===== src/rtl/queue_sched_pkg.sv =====
// Shared widths, event record and sequencer state encoding for the queue scheduler.
package queue_sched_pkg;

    localparam int unsigned OP_W    = 10;
    localparam int unsigned INSTR_W = 8;
    localparam int unsigned DLY_W   = 16;

    typedef struct packed {
        logic [OP_W-1:0]    op;
        logic [INSTR_W-1:0] instr;
        logic [DLY_W-1:0]   delay;
    } sched_event_t;

    typedef enum logic [1:0] {
        ST_IDLE  = 2'd0,
        ST_WAIT  = 2'd1,
        ST_ISSUE = 2'd2
    } state_t;

endpackage


===== src/rtl/sched_fifo.sv =====
// Synchronous FIFO of timed events; head entry is visible combinationally on rdata.
module sched_fifo
    import queue_sched_pkg::*;
#(
    parameter int unsigned DEPTH   = 8,
    parameter type         entry_t = sched_event_t
) (
    input  logic                   clk,
    input  logic                   rst,
    input  logic                   push,
    input  logic                   pop,
    input  logic                   flush,
    input  entry_t                 wdata,
    output entry_t                 rdata,
    output logic [$clog2(DEPTH):0] level,
    output logic                   full,
    output logic                   empty
);

    localparam int unsigned AW = $clog2(DEPTH);

    entry_t        mem_q [DEPTH];
    logic [AW-1:0] wr_ptr_q, wr_ptr_d;
    logic [AW-1:0] rd_ptr_q, rd_ptr_d;
    logic [AW:0]   level_q, level_d;
    logic          do_push, do_pop;

    assign full    = (level_q == (AW+1)'(DEPTH));
    assign empty   = (level_q == '0);
    assign do_push = push && !full && !flush;
    assign do_pop  = pop && !empty && !flush;
    assign rdata   = mem_q[rd_ptr_q];
    assign level   = level_q;

    // Pointers are exactly AW bits wide, so DEPTH being a power of two makes the wrap free.
    always_comb begin
        wr_ptr_d = wr_ptr_q;
        rd_ptr_d = rd_ptr_q;
        level_d  = level_q;
        if (flush) begin
            wr_ptr_d = '0;
            rd_ptr_d = '0;
            level_d  = '0;
        end else begin
            if (do_push) wr_ptr_d = wr_ptr_q + 1'b1;
            if (do_pop)  rd_ptr_d = rd_ptr_q + 1'b1;
            case ({do_push, do_pop})
                2'b10:   level_d = level_q + 1'b1;
                2'b01:   level_d = level_q - 1'b1;
                default: level_d = level_q;
            endcase
        end
    end

    always_ff @(posedge clk) begin
        if (rst) begin
            wr_ptr_q <= '0;
            rd_ptr_q <= '0;
            level_q  <= '0;
        end else begin
            wr_ptr_q <= wr_ptr_d;
            rd_ptr_q <= rd_ptr_d;
            level_q  <= level_d;
        end
    end

    always_ff @(posedge clk) begin
        if (do_push) mem_q[wr_ptr_q] <= wdata;
    end

endmodule


===== src/rtl/queue_scheduler.sv =====
// Timed sequencer: buffers {op, instr, delay} events and releases each as a
// one-cycle strobe exactly delay+1 running edges after it leaves the buffer.
module queue_scheduler
    import queue_sched_pkg::*;
#(
    parameter int unsigned DEPTH   = 8,
    parameter int unsigned OP_W    = queue_sched_pkg::OP_W,
    parameter int unsigned INSTR_W = queue_sched_pkg::INSTR_W,
    parameter int unsigned DLY_W   = queue_sched_pkg::DLY_W
) (
    input  logic                   clk,
    input  logic                   rst,
    input  logic                   run,
    input  logic                   flush,
    input  logic                   in_valid,
    output logic                   in_ready,
    input  logic [OP_W-1:0]        in_op,
    input  logic [INSTR_W-1:0]     in_instr,
    input  logic [DLY_W-1:0]       in_delay,
    output logic                   out_stb,
    output logic [OP_W-1:0]        out_op,
    output logic [INSTR_W-1:0]     out_instr,
    output logic [$clog2(DEPTH):0] level,
    output logic                   busy
);

    typedef struct packed {
        logic [OP_W-1:0]    op;
        logic [INSTR_W-1:0] instr;
        logic [DLY_W-1:0]   delay;
    } evt_t;

    state_t             state_q, state_d;
    logic [DLY_W-1:0]   cnt_q, cnt_d;
    logic [OP_W-1:0]    lat_op_q, lat_op_d;
    logic [INSTR_W-1:0] lat_instr_q, lat_instr_d;
    logic               out_stb_q, out_stb_d;
    logic [OP_W-1:0]    out_op_q, out_op_d;
    logic [INSTR_W-1:0] out_instr_q, out_instr_d;

    logic full, empty, push, pop;
    evt_t wdata, head;

    assign in_ready = !full && !rst;
    assign push     = in_valid && in_ready && !flush;
    assign wdata    = '{op: in_op, instr: in_instr, delay: in_delay};

    sched_fifo #(
        .DEPTH   (DEPTH),
        .entry_t (evt_t)
    ) u_fifo (
        .clk   (clk),
        .rst   (rst),
        .push  (push),
        .pop   (pop),
        .flush (flush),
        .wdata (wdata),
        .rdata (head),
        .level (level),
        .full  (full),
        .empty (empty)
    );

    always_ff @(posedge clk) begin
        if (rst) state_q <= ST_IDLE;
        else     state_q <= state_d;
    end

    always_comb begin
        state_d = state_q;
        pop     = 1'b0;
        if (flush) begin
            state_d = ST_IDLE;
        end else begin
            case (state_q)
                ST_IDLE: begin
                    if (run && !empty) begin
                        pop     = 1'b1;
                        state_d = ST_WAIT;
                    end
                end
                ST_WAIT: begin
                    if (run && cnt_q == '0) state_d = ST_ISSUE;
                end
                ST_ISSUE: begin
                    if (run && !empty) begin
                        pop     = 1'b1;
                        state_d = ST_WAIT;
                    end else begin
                        state_d = ST_IDLE;
                    end
                end
                default: state_d = ST_IDLE;
            endcase
        end
    end

    // A flushed event never reaches ISSUE, so the strobe condition below already excludes it.
    always_comb begin
        cnt_d       = cnt_q;
        lat_op_d    = lat_op_q;
        lat_instr_d = lat_instr_q;
        out_stb_d   = 1'b0;
        out_op_d    = out_op_q;
        out_instr_d = out_instr_q;
        if (flush) begin
            cnt_d = '0;
        end else if (pop) begin
            cnt_d       = head.delay;
            lat_op_d    = head.op;
            lat_instr_d = head.instr;
        end else if (state_q == ST_WAIT && run && cnt_q != '0) begin
            cnt_d = cnt_q - 1'b1;
        end
        if (state_q == ST_WAIT && state_d == ST_ISSUE) begin
            out_stb_d   = 1'b1;
            out_op_d    = lat_op_q;
            out_instr_d = lat_instr_q;
        end
    end

    always_ff @(posedge clk) begin
        if (rst) begin
            cnt_q       <= '0;
            lat_op_q    <= '0;
            lat_instr_q <= '0;
            out_stb_q   <= 1'b0;
            out_op_q    <= '0;
            out_instr_q <= '0;
        end else begin
            cnt_q       <= cnt_d;
            lat_op_q    <= lat_op_d;
            lat_instr_q <= lat_instr_d;
            out_stb_q   <= out_stb_d;
            out_op_q    <= out_op_d;
            out_instr_q <= out_instr_d;
        end
    end

    assign out_stb   = out_stb_q;
    assign out_op    = out_op_q;
    assign out_instr = out_instr_q;
    assign busy      = (state_q != ST_IDLE) || (level != '0);

endmodule

===== config.mk =====
export PLATFORM = sky130hd
export DESIGN_NAME = queue_scheduler
export DESIGN_NICKNAME = d
export VERILOG_FILES = /design/src/rtl/queue_sched_pkg.sv /design/src/rtl/sched_fifo.sv /design/src/rtl/queue_scheduler.sv
export SDC_FILE = /design/constraint.sdc
export NUM_CORES = 1
export LEC_CHECK = 0
export ABC_AREA = 0
export CORE_ASPECT_RATIO = 1.1
export CORE_MARGIN = 3
export CORE_UTILIZATION = 35
export CTS_BUF_LIST = sky130_fd_sc_hd__clkbuf_4
export DETAILED_ROUTE_END_ITERATION = 8
export PLACE_DENSITY_LB_ADDON = 0.2
export SLEW_MARGIN = 40
export SYNTH_ARGS = -nofsm -noshare
export SYNTH_HDL_FRONTEND = slang
export SYNTH_SLANG_ARGS = --single-unit

===== constraint.sdc =====
create_clock -name clk -period 4.6 [get_ports clk]
set_input_delay 0.92 -clock clk [delete_from_list [all_inputs] [get_ports clk]]
set_output_delay 0.92 -clock clk [all_outputs]
set_load 0.02 [all_outputs]

Yosys cells after proc, flatten, opt, wreduce, memory -nomap -nowiden
Memories as Yosys holds them, arrays and structs flattened. A register that Yosys moved wholly into a read port is not among the register bits. Index checks and enable logic that the tools add are counted.

$mul: 0. Bitwise gates (word level): 1. $lt $le $gt $ge: 0. $add $sub $neg: 5. Multiplexer cells: 16. Shift-type cells: 0. Reductions and logical operators: 28. Divide/modulo/power cells: 0. Equal/unequal tests: 6.

Operator list (number): two-way mux 16 bit (2); logical NOT 16 bit (1); nonzero test 16 bit (1); subtractor 16 x 1 -> 16 bit (second input constant) (1); logical AND 1 bit (12); case mux 4 bit (2 select lines) (1); two-way mux 1 bit (7); adder 3 x 1 -> 3 bit (second input constant) (2); == test 2 bit (second input constant) (3); two-way mux 2 bit (3); two-way mux 3 bit (2); case mux 2 bit (3 select lines) (1); nonzero test 2 bit (3); adder 4 x 1 -> 4 bit (second input constant) (1); == test 2 x 1 -> 1 bit (second input constant) (2); == test 4 bit (second input constant) (1); logical NOT 1 bit (4); logical NOT 4 bit (1); nonzero test 4 bit (1); OR reduction 2 bit (2); subtractor 4 x 1 -> 4 bit (second input constant) (1); logical NOT 2 bit (1); AND reduction 2 bit (1); logical OR 1 bit (1); NOT 1 bit (1).

Output and inout bits: 25. Input port bits: 39. ROM bits: 0. Memories kept: 1. Latch bits: 0. Flip-flop bits (word level): 65. RAM bits: 272. Word-level logic and storage cells: 67.

Memory list: u_fifo.mem_q (words 8, width 34, read ports 1, clocked after Yosys merged registers in 1, wr ports 1, line sched_fifo.sv:22) `entry_t mem_q [DEPTH];`.

Longest topological paths before layout
Gate-level depths: netlist of run 1.

Depth after elaboration: 10. Depth in mapped cells: 13. Gate-level depth less buffers: 11.

Hierarchy
Synthesis of run 1 repeated with hierarchy kept, for this count alone.

Cells, all modules: 771. Area, all modules: 13421.6 um2.

By module, submodules not included: sched_fifo (cells each 474, area each 11031.8 um2, times used 1, seq. area each 8428.1 um2); queue_scheduler (cells each 297, area each 2389.8 um2, times used 1, seq. area each 1101.1 um2).

Least setup slack after synthesis of run 1
Ideal clock, no wire load.

Path type: input -> register. Start: input in_valid. End: memory u_fifo.mem_q[0][0] (netlist bit) (enable). Setup time: 468 ps. Cell stages on the path: 4. Path slack: 71 ps. Data arrival time: 4061 ps. Buffers on the path: 0. Required time: 4132 ps. Cells stage by stage: a21boi_1 -> nand2_1 -> or2_2 -> nor3_1.

Longest elaborated chain between the ends: 6.

RTL lines: start, declared (line queue_scheduler.sv:15) `input logic in_valid,`; logical AND 1 bit (2 in series) (line queue_scheduler.sv:45) `assign push = in_valid && in_ready && !flush;`; logical AND 1 bit (2 in series) (line sched_fifo.sv:30) `assign do_push = push && !full && !flush;`; two-way mux 1 bit (line sched_fifo.sv:68) `if (do_push) mem_q[wr_ptr_q] <= wdata;`; two-way mux 1 bit (implied by the code) (line sched_fifo.sv:68); end, declared (line sched_fifo.sv:22).

No other way between the ends.

Final worst setup path of run 1
Start: register u_fifo.level_q[0], in the netlist u_fifo.level[0]. End: output busy.

Longest elaborated chain between the ends: 2.

RTL lines: start, declared (line sched_fifo.sv:25) `logic [AW:0] level_q, level_d;`; start signal, assigned (line sched_fifo.sv:63) `level_q <= level_d;`; nonzero test 4 bit (line queue_scheduler.sv:143) `assign busy = (state_q != ST_IDLE) || (level != '0);`; logical OR 1 bit (line queue_scheduler.sv:143); end, declared (line queue_scheduler.sv:24) `output logic busy`.

No other way between the ends.

==> results of run 1 <==
[area by class of cell]
cell class / instances / area, um2 / area share [%]
multi-input cells: 355 / 3430 / 22.0
diodes: 1 / 2.50 / 0.0161
flip-flops and latches: 340 / 9540 / 61.2
inverters: 6 / 22.5 / 0.145
repair buffers: 88 / 867 / 5.57
clock inverters: 10 / 37.5 / 0.241
clock buffers: 143 / 1070 / 6.89
well taps: 487 / 609 / 3.91
[per-stage QoR]
| step | util (%) | instances | setup WS, ns |
|---|---|---|---|
| 6_report | 42.6 | 1430 | 1.19 |
| 2_1_floorplan | - | 735 | 0.0715 |
| 3_5_place_dp | 39.6 | 1276 | 0.851 |
| 4_1_cts | 42.6 | 1429 | 1.09 |
| 5_1_grt | 42.6 | 1430 | 1.01 |
| 3_3_place_gp | 39.5 | 1274 | 0.899 |
[cell families after synthesis]
| family | share of synthesized area [%] |
|---|---|
| adders and majority gates | 0.670 |
| buffers and inverters | 1.29 |
| xor gates and xnor gates | 1.01 |
| DFF | 72.9 |
| AOI/OAI and AO/OA | 4.16 |
| muxes | 14.1 |
| and+or+nand+nor | 5.89 |
[cells in the mapped netlist, types with 8 or more instances]
library cell	count
a211oi_1	22
a21oi_1	35
buf_2	12
clkbuf_1	19
dfxtp_1	68
edfxtp_1	272
mux2i_1	24
mux4_2	68
nand2_1	47
nor2_1	39
nor3_1	14
o21ai_0	8
xor2_1	10
[power breakdown]
part	switching (mW)	internal, mW
logic	0.0860	0.0604
clock network	1.14	1.39
registers	0.00721	3.33
total	1.23	4.78
[registers in the layout, summed over array words and instances, names as in the netlist, 4 cells and up, named ones only]
register,flops
u_fifo.mem_q,272
cnt_q,16
lat_op_q,10
out_op,10
lat_instr_q,8
out_instr,8
u_fifo.level,4
[layer usage]
metal	vias up	share of wire, %	GRT usage (%)	wire (um)
met5	-	0	0	0
met4	0	2.0	5.34	557
met3	54	4.8	3.36	1330
met2	179	49	22.8	13600
met1	3562	44	19.4	12400
li1	3283	-	-	-
[worst max-delay path: cells and delay by family, from the launching register on]
family                 cells  cell delay [ns]
and+or+nand+nor            2             0.88
DFF                        1             0.39
buffers and inverters      1             0.54
[final timing paths]
check	from	slack, ns	endpoint	depth (start not counted)
worst max register to register	u_fifo.level[0]	1.55	u_fifo.level[2]	12
worst max-delay path	u_fifo.level[0]	1.19	busy	3
worst min register to register	out_op[6]	0.45	out_op[6]	2
worst min-delay path	out_op[6]	0.45	out_op[6]	2
==> impl_metrics.tcl, run 1 <==
set metrics [dict create \
    rsz0062_at_grt "no" \
    initial_core_util_pct 35.8 \
    drt-pass1-iter-count 5 \
    wl_um 27800 \
    yosys.area.top_type "edfxtp_1" \
    clock_latency_ns 0.71 \
    leakagePower_nw 4.86 \
    fin_crit_ns 3.41 \
    grt_max_degree 41 \
    cpPeakStageDelay_ns 0.56 \
    hold_path.class "reg -> reg" \
    die_x_um 190 \
    clk_pin_slew_ns 0.06 \
    grt_pass1_vias 7418 \
    core-area_um2 36500 \
    synth_top_flop_cell "edfxtp_1" \
    cp_cell_sequence "or4_1 > or3_1 > clkdlybuf4s50_1" \
    cts_buffers 88 \
    drive_gt1_share_pct 28.3 \
    place_congestion 0.785 \
    area_delta_synth_final_pct 19.2 \
    status "finished, final reports clean" \
    cpMaxStageDelayCell "or4_1" \
    worstPathMaxFanout 9 \
    post_drt_wl_per_cell_um 19.5 \
    fin_skew_ns 0.0355 \
    final_cell_mix "272 x edfxtp_1, 143 x clkbuf_4, 68 x mux4_2" \
    cts_resized 0 \
    drtAntennaViolNets 0 \
    fmax_mhz 293 \
    syn-num-nets 781 \
    viasPerCell 4.95 \
    fin_area_um2 15600 \
    drc 0 \
    synthesis.area_um2 13100 \
    required_ns 3.68 \
    antenna_found_initial 1 \
    cts_hold_buf 0 \
    final_common_cell "edfxtp_1" \
    dp_hpwl_um 16700 \
    async_flop_share_pct 0 \
    n_fill_cell 3357 \
    ys_seq_area_share_pct 72.9 \
    dieHeight_um 209 \
    ir_drop_v 0.000198 \
    synth_cell_types 55 \
    setup_viol 0 \
    drt-initial-drc-count 464 \
    post_cts_buffers 0 \
    synth_top_area_share_pct 62.5 \
    htree_levels 3 \
    crit_arrival_ns 2.49 \
    power_mw 6.01 \
    track_usage_pct 14.4 \
    cap_violations 0 \
    overflow 0 \
    clkSinkCount 340 \
    die_area_um2 39700 \
    placed_cell_area_um2 14500 \
    pwr_density_cell_nw_per_um2 386 \
    ioPinCount 64 \
    hold_ws_ns 0.450 \
    crit_path_start_kind "register" \
    synth_edf_count 272 \
    cts-root-buf "clkbuf_4" \
    finalCritPeriodShare_pct 74.1 \
    setup_tns_ns 0 \
    cts_tree "done" \
    avgSynthCellArea_um2 17.8 \
    synth_area_leaders "edfxtp_1 62%, mux4_2 12%, dfxtp_1 10%" \
    finalHoldViolCount 0 \
    num_vias 7078 \
    worstMarginPinSlew_ns 0.645 \
    syn_inst 735 \
    slew_violations 0 \
    endpoint_kind "output port" \
    crit_type "reg -> out" \
    synth-seq-cells 340 \
    num-nets-final 925 \
    clockBufferDepth 3 \
    port_buffers 63 \
    ys.warnings.count 0 \
    relSlewSlack_pct 57.0 \
    grt_pass1_wl_um 43600 \
    row_count 73 \
]
No activity file was read; power rests on OpenSTA's default activity.
==> run 2, diff against run 1 <==
clock period = 3.2 ns   (was 4.6 ns; I/O delays follow)
==> run 2 against run 1 <==
Compared with the run above: global-route usage is essentially flat; critical path depth is the same; clock skew grew 0.036 ns; die area is the same; first-iteration DRC count shrank 22%; combinational power grew 45%; non-clock buffer count grew 8; via count grew 0.61%.
==> impl_metrics.tcl, run 2 (synthesized netlist as in run 1, its figures left out) <==
set metrics [dict create \
    overflow 0 \
    finalHoldViolCount 0 \
    ioPinCount 64 \
    top_register "u_fifo.mem_q" \
    status "finished, final reports clean" \
    pwr_density_cell_nw_per_um2 546 \
    seq_area_um2 9540 \
    fin_util_pct 42.9 \
    setup_viol 0 \
    cts-root-buf "clkbuf_4" \
    viasPerCell 4.92 \
    clkSinkCount 340 \
    die_area_um2 39700 \
    hold_path.class "in -> reg" \
    fin_skew_ns 0.0718 \
    final_common_cell "edfxtp_1" \
    highest_layer "met5" \
    htree_levels 3 \
    largest_register_ffs 272 \
    ir_drop_v 0.000200 \
    drc 0 \
    final_cell_mix "272 x edfxtp_1, 129 x clkbuf_4, 68 x mux4_2" \
    crit_type "reg -> out" \
    drt-met1-wl_um 11800 \
    cts_hold_buf 0 \
    grt_max_degree 37 \
    leakagePower_nw 4.90 \
    num_vias 7121 \
    post_cts_buffers 0 \
    post_drt_wl_per_cell_um 19.3 \
    multi_input_area_um2 3440 \
    cts_resized 1 \
    crit_arrival_ns 2.27 \
    initial_core_util_pct 35.8 \
    placed_cell_area_um2 14600 \
    finalCritPeriodShare_pct 90.9 \
    clockBufferDepth 3 \
    crit_path_start_kind "register" \
    drtAntennaViolNets 0 \
    worstPathMaxFanout 9 \
    dieHeight_um 209 \
    grt_pass1_wl_um 43200 \
    fin_crit_ns 2.91 \
    routed-wl-met3_um 2010 \
    reg_top3 "u_fifo.mem_q: 272 flops, cnt_q: 16 flops" \
    n_fill_cell 3330 \
    slew_violations 0 \
    die_x_um 190 \
    grt_pass1_vias 7481 \
    cap_violations 0 \
    power_mw 8.56 \
    antenna_found_initial 3 \
    area_delta_synth_final_pct 20.1 \
    place_congestion 0.709 \
    dp_hpwl_um 16100 \
    clock_latency_ns 0.72 \
    fin_area_um2 15700 \
    drive_gt1_share_pct 28.3 \
    track_usage_pct 14.3 \
    worstMarginPinSlew_ns 0.774 \
    rsz0062_at_grt "no" \
    clk_pin_slew_ns 0.07 \
    num-nets-final 933 \
    drt-pass1-iter-count 5 \
    cts_tree "done" \
    port_buffers 63 \
    endpoint_kind "output port" \
    fmax_mhz 344 \
    row_count 73 \
    required_ns 2.56 \
    relSlewSlack_pct 48.4 \
    drt-initial-drc-count 361 \
    wl_met2_um 13500 \
    core-area_um2 36500 \
    cts_buffers 88 \
    wl_um 27900 \
]
[run 2: worst max-delay path, cell delays in order, from the launching register on]
cell	delay, ns
dfxtp_1	0.39
or4_1	0.56
or3_1	0.31
dlygate4sd2_1	0.32
[run 2: per-layer routing]
metal  GRT usage, %  vias to the layer above
met5              0                        -
met4           5.21                        2
met3           3.31                       49
met2           23.1                      201
met1           19.1                     3553
li1               -                     3316
[run 2: final timing paths]
check / from / endpoint / slack (ns) / cells past startpoint
max: u_fifo.level[0] / busy / 0.29 / 3
min: rst / state_q[1] / 0.16 / 2
max reg2reg: u_fifo.level[0] / u_fifo.level[2] / 0.69 / 11
min reg2reg: out_instr[1] / out_instr[1] / 0.45 / 2
[run 2: power breakdown]
part           total, mW  leakage [nW]  switching [mW]  internal [mW]
registers           4.80          3.00          0.0106           4.79
logic              0.212          1.23           0.122         0.0903
clock network       3.55         0.672            1.69           1.86
total               8.56          4.90            1.82           6.74
[run 2: metrics by stage]
step	TNS [ns]	cells	setup slack, ns	hold WS [ns]
global route	0	1446	0.121	0.109
detailed placement	0	1284	0.242	0.446
finish	0	1446	0.293	0.159
global placement	0	1284	0.255	0.440
CTS	0	1444	0.174	0.0769
floorplan	-34.07	735	-0.279	0.437
[run 2: area by class of cell]
cell class              count  share of cell area [%]
flip-flops and latches    340                    60.8
diodes                      2                  0.0319
well taps                 487                    3.88
repair buffers             96                    6.28
inverters                   6                   0.144
multi-input cells         355                    21.9
clock inverters            31                   0.805
clock buffers             129                    6.17
